[src/rtl/disp_sched_if.sv]
// Display scheduler bus: control inputs from the
// entry/alarm logic and page/digit outputs to the 7-seg mux.
interface disp_sched_if;
  logic       entry_active;
  logic [1:0] entry_digit;
  logic [1:0] alarm;
  logic       hold;
  logic [1:0] page;
  logic       page_start;
  logic [3:0] dig_en;

  modport master (
    output entry_active, entry_digit, alarm, hold,
    input  page, page_start, dig_en
  );

  modport slave (
    input  entry_active, entry_digit, alarm, hold,
    output page, page_start, dig_en
  );
endinterface

[src/rtl/disp_sched.sv]
// Display page scheduler: TEMP/DELTA/STATE rotation with
// entry and emergency preemption, plus entry-digit blink.
module disp_sched #(
  parameter int TICK_DIV    = 50_000_000,
  parameter int DWELL_TICKS = 1,
  parameter int BLINK_DIV   = 6_250_000
) (
  input logic         clk,
  input logic         rst_n,
  disp_sched_if.slave bus
);

  localparam int PW = (TICK_DIV > 1) ? $clog2(TICK_DIV) : 1;
  localparam int DW = (DWELL_TICKS > 1) ? $clog2(DWELL_TICKS) : 1;
  localparam int BW = (BLINK_DIV > 1) ? $clog2(BLINK_DIV) : 1;
  localparam logic [PW-1:0] PMAX = PW'(TICK_DIV - 1);
  localparam logic [DW-1:0] DMAX = DW'(DWELL_TICKS - 1);
  localparam logic [BW-1:0] BMAX = BW'(BLINK_DIV - 1);

  typedef enum logic [1:0] {
    PG_TEMP  = 2'd0,
    PG_DELTA = 2'd1,
    PG_STATE = 2'd2,
    PG_ENTRY = 2'd3
  } page_e;

  page_e         page_q, page_d;
  logic          ps_q, ps_d;
  logic          frc_q, frc_d;
  logic [PW-1:0] pre_q, pre_d;
  logic [DW-1:0] dwl_q, dwl_d;
  logic [BW-1:0] blk_q, blk_d;
  logic          ph_q, ph_d;
  logic [1:0]    dig_q, dig_d;
  logic          tick;
  logic          emerg;
  logic          bwrap;
  logic [3:0]    den;

  assign tick  = (pre_q == PMAX);
  assign bwrap = (blk_q == BMAX);
  assign emerg = bus.alarm[1];

  // State register for page, pulse, counters and blink
  always_ff @(posedge clk) begin
    if (!rst_n) begin
      page_q <= PG_TEMP;
      ps_q   <= 1'b0;
      frc_q  <= 1'b0;
      pre_q  <= '0;
      dwl_q  <= '0;
      blk_q  <= '0;
      ph_q   <= 1'b1;
      dig_q  <= 2'd3;
    end else begin
      page_q <= page_d;
      ps_q   <= ps_d;
      frc_q  <= frc_d;
      pre_q  <= pre_d;
      dwl_q  <= dwl_d;
      blk_q  <= blk_d;
      ph_q   <= ph_d;
      dig_q  <= dig_d;
    end
  end

  // Next page by priority: entry, emergency, exit, dwell
  always_comb begin
    page_d = page_q;
    frc_d  = frc_q;
    pre_d  = tick ? '0 : pre_q + 1'b1;
    dwl_d  = dwl_q;
    blk_d  = bwrap ? '0 : blk_q + 1'b1;
    ph_d   = bwrap ? ~ph_q : ph_q;
    dig_d  = bus.entry_digit;
    if (bus.entry_active) begin
      page_d = PG_ENTRY;
      frc_d  = 1'b0;
      dwl_d  = '0;
    end else if (emerg) begin
      page_d = PG_STATE;
      frc_d  = 1'b1;
      dwl_d  = '0;
    end else if (page_q == PG_ENTRY || frc_q) begin
      page_d = PG_TEMP;
      frc_d  = 1'b0;
      pre_d  = '0;
      dwl_d  = '0;
    end else if (tick && !bus.hold) begin
      if (dwl_q == DMAX) begin
        dwl_d = '0;
        unique case (page_q)
          PG_TEMP:  page_d = PG_DELTA;
          PG_DELTA: page_d = PG_STATE;
          default:  page_d = PG_TEMP;
        endcase
      end else begin
        dwl_d = dwl_q + 1'b1;
      end
    end
    // Each new digit (or fresh entry) starts lit
    if ((page_d == PG_ENTRY && page_q != PG_ENTRY) ||
        bus.entry_digit != dig_q) begin
      blk_d = '0;
      ph_d  = 1'b1;
    end
    ps_d = (page_d != page_q);
  end

  // Digit enables: only the entered digit blinks
  always_comb begin
    den = 4'b1111;
    if (page_q == PG_ENTRY && dig_q != 2'd3)
      den[dig_q] = ph_q;
  end

  assign bus.page       = page_q;
  assign bus.page_start = ps_q;
  assign bus.dig_en     = den;

endmodule

[src/flat_wrapper.sv]
// flat-port wrapper written by rule: the top's interface ports become plain ports
module disp_sched_flat 
#(
  parameter int TICK_DIV    = 50_000_000,
  parameter int DWELL_TICKS = 1,
  parameter int BLINK_DIV   = 6_250_000
)
  (clk, rst_n, bus_entry_active, bus_entry_digit, bus_alarm, bus_hold, bus_page, bus_page_start, bus_dig_en);
  disp_sched_if bus_i ();
  input logic clk;
  input logic rst_n;
  input wire logic [$bits(bus_i.entry_active)-1:0] bus_entry_active;
  input wire logic [$bits(bus_i.entry_digit)-1:0] bus_entry_digit;
  input wire logic [$bits(bus_i.alarm)-1:0] bus_alarm;
  input wire logic [$bits(bus_i.hold)-1:0] bus_hold;
  output wire logic [$bits(bus_i.page)-1:0] bus_page;
  output wire logic [$bits(bus_i.page_start)-1:0] bus_page_start;
  output wire logic [$bits(bus_i.dig_en)-1:0] bus_dig_en;
  assign bus_i.entry_active = bus_entry_active;
  assign bus_i.entry_digit = bus_entry_digit;
  assign bus_i.alarm = bus_alarm;
  assign bus_i.hold = bus_hold;
  assign bus_page = bus_i.page;
  assign bus_page_start = bus_i.page_start;
  assign bus_dig_en = bus_i.dig_en;
  disp_sched #(.TICK_DIV(TICK_DIV), .DWELL_TICKS(DWELL_TICKS), .BLINK_DIV(BLINK_DIV)) u_core (.clk(clk), .rst_n(rst_n), .bus(bus_i));
endmodule
[config.mk]
export PLATFORM = sky130hd
export DESIGN_NAME = disp_sched_flat
export DESIGN_NICKNAME = d
export VERILOG_FILES = /design/src/rtl/disp_sched_if.sv /design/src/rtl/disp_sched.sv /design/src/flat_wrapper.sv
export SDC_FILE = /design/constraint.sdc
export NUM_CORES = 1
export LEC_CHECK = 0
export ABC_AREA = 1
export BUFFER_PORTS_ARGS = -buffer_cell sky130_fd_sc_hd__buf_2
export CORE_AREA = 3 3 103 105
export DETAILED_ROUTE_END_ITERATION = 16
export DIE_AREA = 0 0 106 108
export PLACE_DENSITY_LB_ADDON = 0.08
export SYNTH_ARGS = -nofsm -noshare
export SYNTH_HDL_FRONTEND = slang
export SYNTH_SLANG_ARGS = --single-unit
[constraint.sdc]
create_clock -name clk -period 1.66 [get_ports clk]
set_input_delay 0.249 -clock clk [delete_from_list [all_inputs] [get_ports clk]]
set_output_delay 0.249 -clock clk [all_outputs]
set_load 0.005 [all_outputs]
## Yosys cells after proc, flatten, opt, wreduce, memory -nomap -nowiden

Cells that the tools add are included.

| word-level totals | value |
|---|---|
| word-level logic and storage cells | 55 |
| memory bits (writable) | 0 |
| latch bits | 0 |
| input port bits | 8 |
| bits in read-only memories | 0 |
| memories | 0 |
| bits in registers | 57 |

| cells by class | value |
|---|---|
| bitwise operators | 4 |
| multipliers | 0 |
| shifts and indexed selects | 0 |
| $lt $le $gt $ge | 2 |
| mux-type cells | 16 |
| equal/unequal tests | 9 |
| add/subtract/negate cells | 3 |
| divide/modulo/power cells | 0 |
| reductions and logical operators | 13 |

Operators by type and width:

| operator | count |
|---|---|
| $mux W26 | 4 |
| $add A26 B1 Y26 const B | 1 |
| $eq A26 B26 Y1 const B | 1 |
| $add A23 B1 Y23 const B | 1 |
| $eq A23 B23 Y1 const B | 1 |
| $mux W2 | 5 |
| $eq A2 B2 Y1 const B | 2 |
| $logic_and A1 B1 Y1 | 4 |
| $mux W1 | 4 |
| $mux W4 | 1 |
| $ne A2 B2 Y1 | 2 |
| $ne A2 B2 Y1 const B | 2 |
| $not A4 Y4 | 1 |
| $or A4 B4 Y4 | 1 |
| $pmux W2 S2 | 1 |
| $reduce_or A2 Y1 | 2 |
| $reduce_or A4 Y1 | 1 |
| $lt A2 B3 Y1 const B | 1 |
| $reduce_or A3 Y1 | 1 |
| $demux W1 S2 | 1 |
| $eq A2 B1 Y1 const B | 1 |
| $ge A2 B1 Y1 const B | 1 |
| $logic_not A2 Y1 | 1 |
| $logic_or A1 B1 Y1 | 2 |
| 4 further kinds | 5 |

## Longest topological paths before layout

| depth | value |
|---|---|
| depth after elaboration | 11 |
| depth in mapped cells | 13 |
| gate-level depth less buffers | 13 |

## Worst setup path before layout

OpenSTA, ideal clock, no wires.

| timing | value |
|---|---|
| kind | register to register |
| start | register u_core.pre_q[0] |
| end | register u_core.pre_q[20] |
| arrival | 1.432 ns |
| data required time | 1.541 ns |
| cell stages (with the launch flop) | 11 |
| path slack | 0.109 ns |
| cell sequence | dfxtp_1 ha_1 nand3_2 nor2_4 nand2_2 nor2_4 nand4_4 nor2_4 nand2_2 o21ai_0 a21oi_1 |

| between the ends | value |
|---|---|
| longest elaborated chain between the ends | 5 |

RTL lines:

| element | RTL line | RTL |
|---|---|---|
| start, declared | disp_sched.sv:30 | `logic [PW-1:0] pre_q, pre_d;` |
| start signal, assigned | disp_sched.sv:59 | `pre_q <= pre_d;` |
| $add A26 B1 Y26 or $eq A26 B26 Y1 (tied branches) | disp_sched.sv:71, disp_sched.sv:40 |  |
| $mux W26 * | disp_sched.sv:71 | `pre_d = tick ? '0 : pre_q + 1'b1;` |
| $mux W26 | disp_sched.sv:84 | `end else if (page_q == PG_ENTRY \|\| frc_q) begin` |
| $mux W26 | disp_sched.sv:80 | `end else if (emerg) begin` |
| $mux W26 * | disp_sched.sv:76 | `if (bus.entry_active) begin` |

Mark *: on every way between the ends. The rest lies on a longest branch, timed or not.
A chain may end at the register's enable or synchronous reset.

## Worst setup path in the final report

| timing | value |
|---|---|
| start | register u_core.pre_q[0] |
| end | register u_core.pre_q[19] |

Same word-level chain as after synthesis.

==> out/qor.yml <==
status:
  status: "finished, final reports clean"
cts:
  cts.sinks: 56
  cts_tree: "built"
  insertion_delay_ps: 310
  cts_max_path_buffers: 2
  cts-root-buf: "clkbuf_8"
  clk_pin_slew_worst_paths_ps: 100
  cts_inserted_buffers: 5
  ctsHoldBuffers: 0
  htreeDepth: 2
global_routing:
  antenna_found_initial: 0
  grt_pass1_vias: 2499
  grt_overflow: 0
  grt_pass1_wl_mm: 10.63
  grt_usage_pct: 11.25
  grt_max_degree: 20
timing:
  final-hold-violation-count: 0
  grt_setup_unrepaired: "yes"
  slew_violations: 0
  final-setup-viol-count: 0
  period_minus_slack_ps: 1629
  max_freq_ghz: 0.6140
  hold_slack_ps: 133.3
  fin_worst_skew_ps: 9.344
  fin_crit_sh_pct: 98.11
  setup_ws_ps: 31.40
route:
  dr.pass1.iters: 4
  num_vias: 2511
  finalWirelength_mm: 6.220
  wl_met2_mm: 3.022
  drc: 0
  post_drt_via_cell_ratio: 4.352
  dr_wl_met3_um: 101
  drt-met1-wl_mm: 3.040
  drtAntennaViolNets: 0
  routed.top_layer: "met4"
  drt_iter0_drc: 53
  wire_per_inst_um: 10.78
placement:
  hpwl_mm: 4.582
  place_congestion: 0.7749
  io_buffers: 12
  dp.cells: 558
  place_ws_ps: -17.40
yosys:
  netlist_instances: 385
  ys_seq_area_share_pct: 38.60
  synth_common_cells: "64 x nand2_1, 62 x inv_1, 56 x dfxtp_1, 42 x nor2_1, 24 x a21oi_1"
  synth_top_area_cell: "dfxtp_1"
  synth_edf_count: 0
  synth_area_um2: 2904
  synth.most_common_cell: "nand2_1"
  synth_top_area_share_pct: 38.60
  synth.avg_cell_area_um2: 7.543
  synth_seq_cells: 56
  yosys.cell_types.count: 43
  synthesis.nets: 395
  synth_flop_cell: "dfxtp_1"
  async_flop_share_pct: 0
  yosysWarnings: 0
  synthTopCellsByArea: "dfxtp_1 39%, nand2_1 8.3%, inv_1 8.0%"
floorplanning:
  io_pins: 15
  die_area_um2: 11450
  num_rows: 36
  die_width_um: 106
  initial_core_util_pct: 29.85
  die_h_um: 108
  coreArea_um2: 9729
worst_setup_path:
  arrival_ps: 1830
  endpoint_kind: "flip-flop"
  crit_path_max_fanout: 6
  required_ps: 1860
  rrSetupSlack_ps: 30
  cp-start-kind: "flip-flop"
  critical_path_class: "flip-flop to flip-flop"
job:
  maxCapViolations: 0
layout:
  finalNonFillerCells: 577
  nNetsFinal: 453
  fin_util_pct: 38.36
  num_antenna_cells: 0
  drive_above_1_share_pct: 34.23
  syn2layout_area_growth_pct: 28.52
power:
  power_density_nw_per_um2: 619.6
  irDropWorstVdd_v: 0.0003216
  finalPower_w: 0.002313
  leakage_nw: 1.531
min_path:
  holdCritPathClass: "primary input to flip-flop"
-- final timing paths --
check / startpoint / endpoint / depth (start not counted)
worst max-delay path: u_core.pre_q[0] / u_core.pre_q[19] / 12
worst min-delay path: bus_entry_digit[0] / u_core.dig_q[0] / 3
worst max register to register: u_core.pre_q[0] / u_core.pre_q[19] / 12
worst min register to register: u_core.pre_q[22] / u_core.pre_q[22] / 1
-- cells in the final DEF (no fill, tap or decap), drive strengths merged, types with 2 or more instances in the layout --
cell type / Yosys / layout
nor3b: 6 / 6
or2: 3 / 3
dfxtp: 56 / 56
nand3: 21 / 21
inv: 64 / 63
clkinvlp: 0 / 2
nor4: 5 / 5
xnor2: 2 / 2
nand2: 73 / 73
xor2: 8 / 8
o21a: 2 / 2
ha: 2 / 2
nor2: 55 / 55
clkbuf: 0 / 6
buf: 5 / 55
nand4: 12 / 12
clkinv: 0 / 2
a21oi: 25 / 25
o21ai: 13 / 13
nor3: 24 / 24
-- worst max-delay path: stages, from the launching register on --
cell and delay [ps]:
dfxtp_2 370, buf_4 130, nand3_4 80, nor2_4 130, nand3_2 90, inv_2 80, nand2_4 70, nor2_8 160
nand2_4 80, nor2_4 140, nand2_1 70, nor2_2 90, nor3_2 50
-- metrics by stage --
stage	setup TNS, ps	area, µm²
after floorplan	0	2904
after global placement	0	3352
after detailed placement	-27.92	3352
after CTS	0	3477
after global routing	-441.3	3732
final	0	3732
-- kinds of logic after synthesis --
kind of cell    synth area share (%)
xor+xnor                       3.016
compound gates                 9.738
flops                          38.60
buf+inv                        9.608
fa+ha+maj                     0.8616
simple gates                   38.04
other cells                   0.1291
-- power breakdown --
group          internal [W]  leakage, nW  switching, W  total (W)
Clock              0.000335       0.0510      0.000455   0.000790
Sequential          0.00136        0.460     0.0000138    0.00137
Combinational     0.0000658         1.02     0.0000834   0.000149
Total               0.00176         1.53      0.000552    0.00231
-- cell type report --
class | instances | area (µm²)
Fill cell | 1041 | 5997
Timing Repair inverter | 1 | 7.507
Sequential cell | 56 | 1140
Clock buffer | 6 | 82.58
Timing Repair Buffer | 55 | 411.6
Multi-Input combinational cell | 260 | 1670
Clock inverter | 2 | 10.01
Tap cell | 133 | 166.4
Inverter | 64 | 244.0
-- routing by layer --
| layer | vias to the layer above | track usage, % |
|---|---|---|
| met5 | - | 0 |
| met4 | 0 | 3.330 |
| met3 | 4 | 1.970 |
| met2 | 9 | 20.13 |
| met1 | 1147 | 13.89 |
| li1 | 1351 | - |
-- registers in the layout (all words and copies together), names as in the netlist --
register and flops:
u_core.blk_q 23, u_core.bus.page_start 1, u_core.bus.page 2, u_core.ph_q 1, u_core.frc_q 1, u_core.dig_q 2
u_core.pre_q 26
-- repair_timing --
item / 4_1_cts / 5_1_grt
setup endpoints to repair: 5 / 35
gates resized for setup: 5 / 57
endpoints found under the hold margin: 0 / 0
pin swaps: 2 / 14
gates cloned: 0 / 1
buffers inserted: 2 / 8
(Power assumes the default switching activity.)
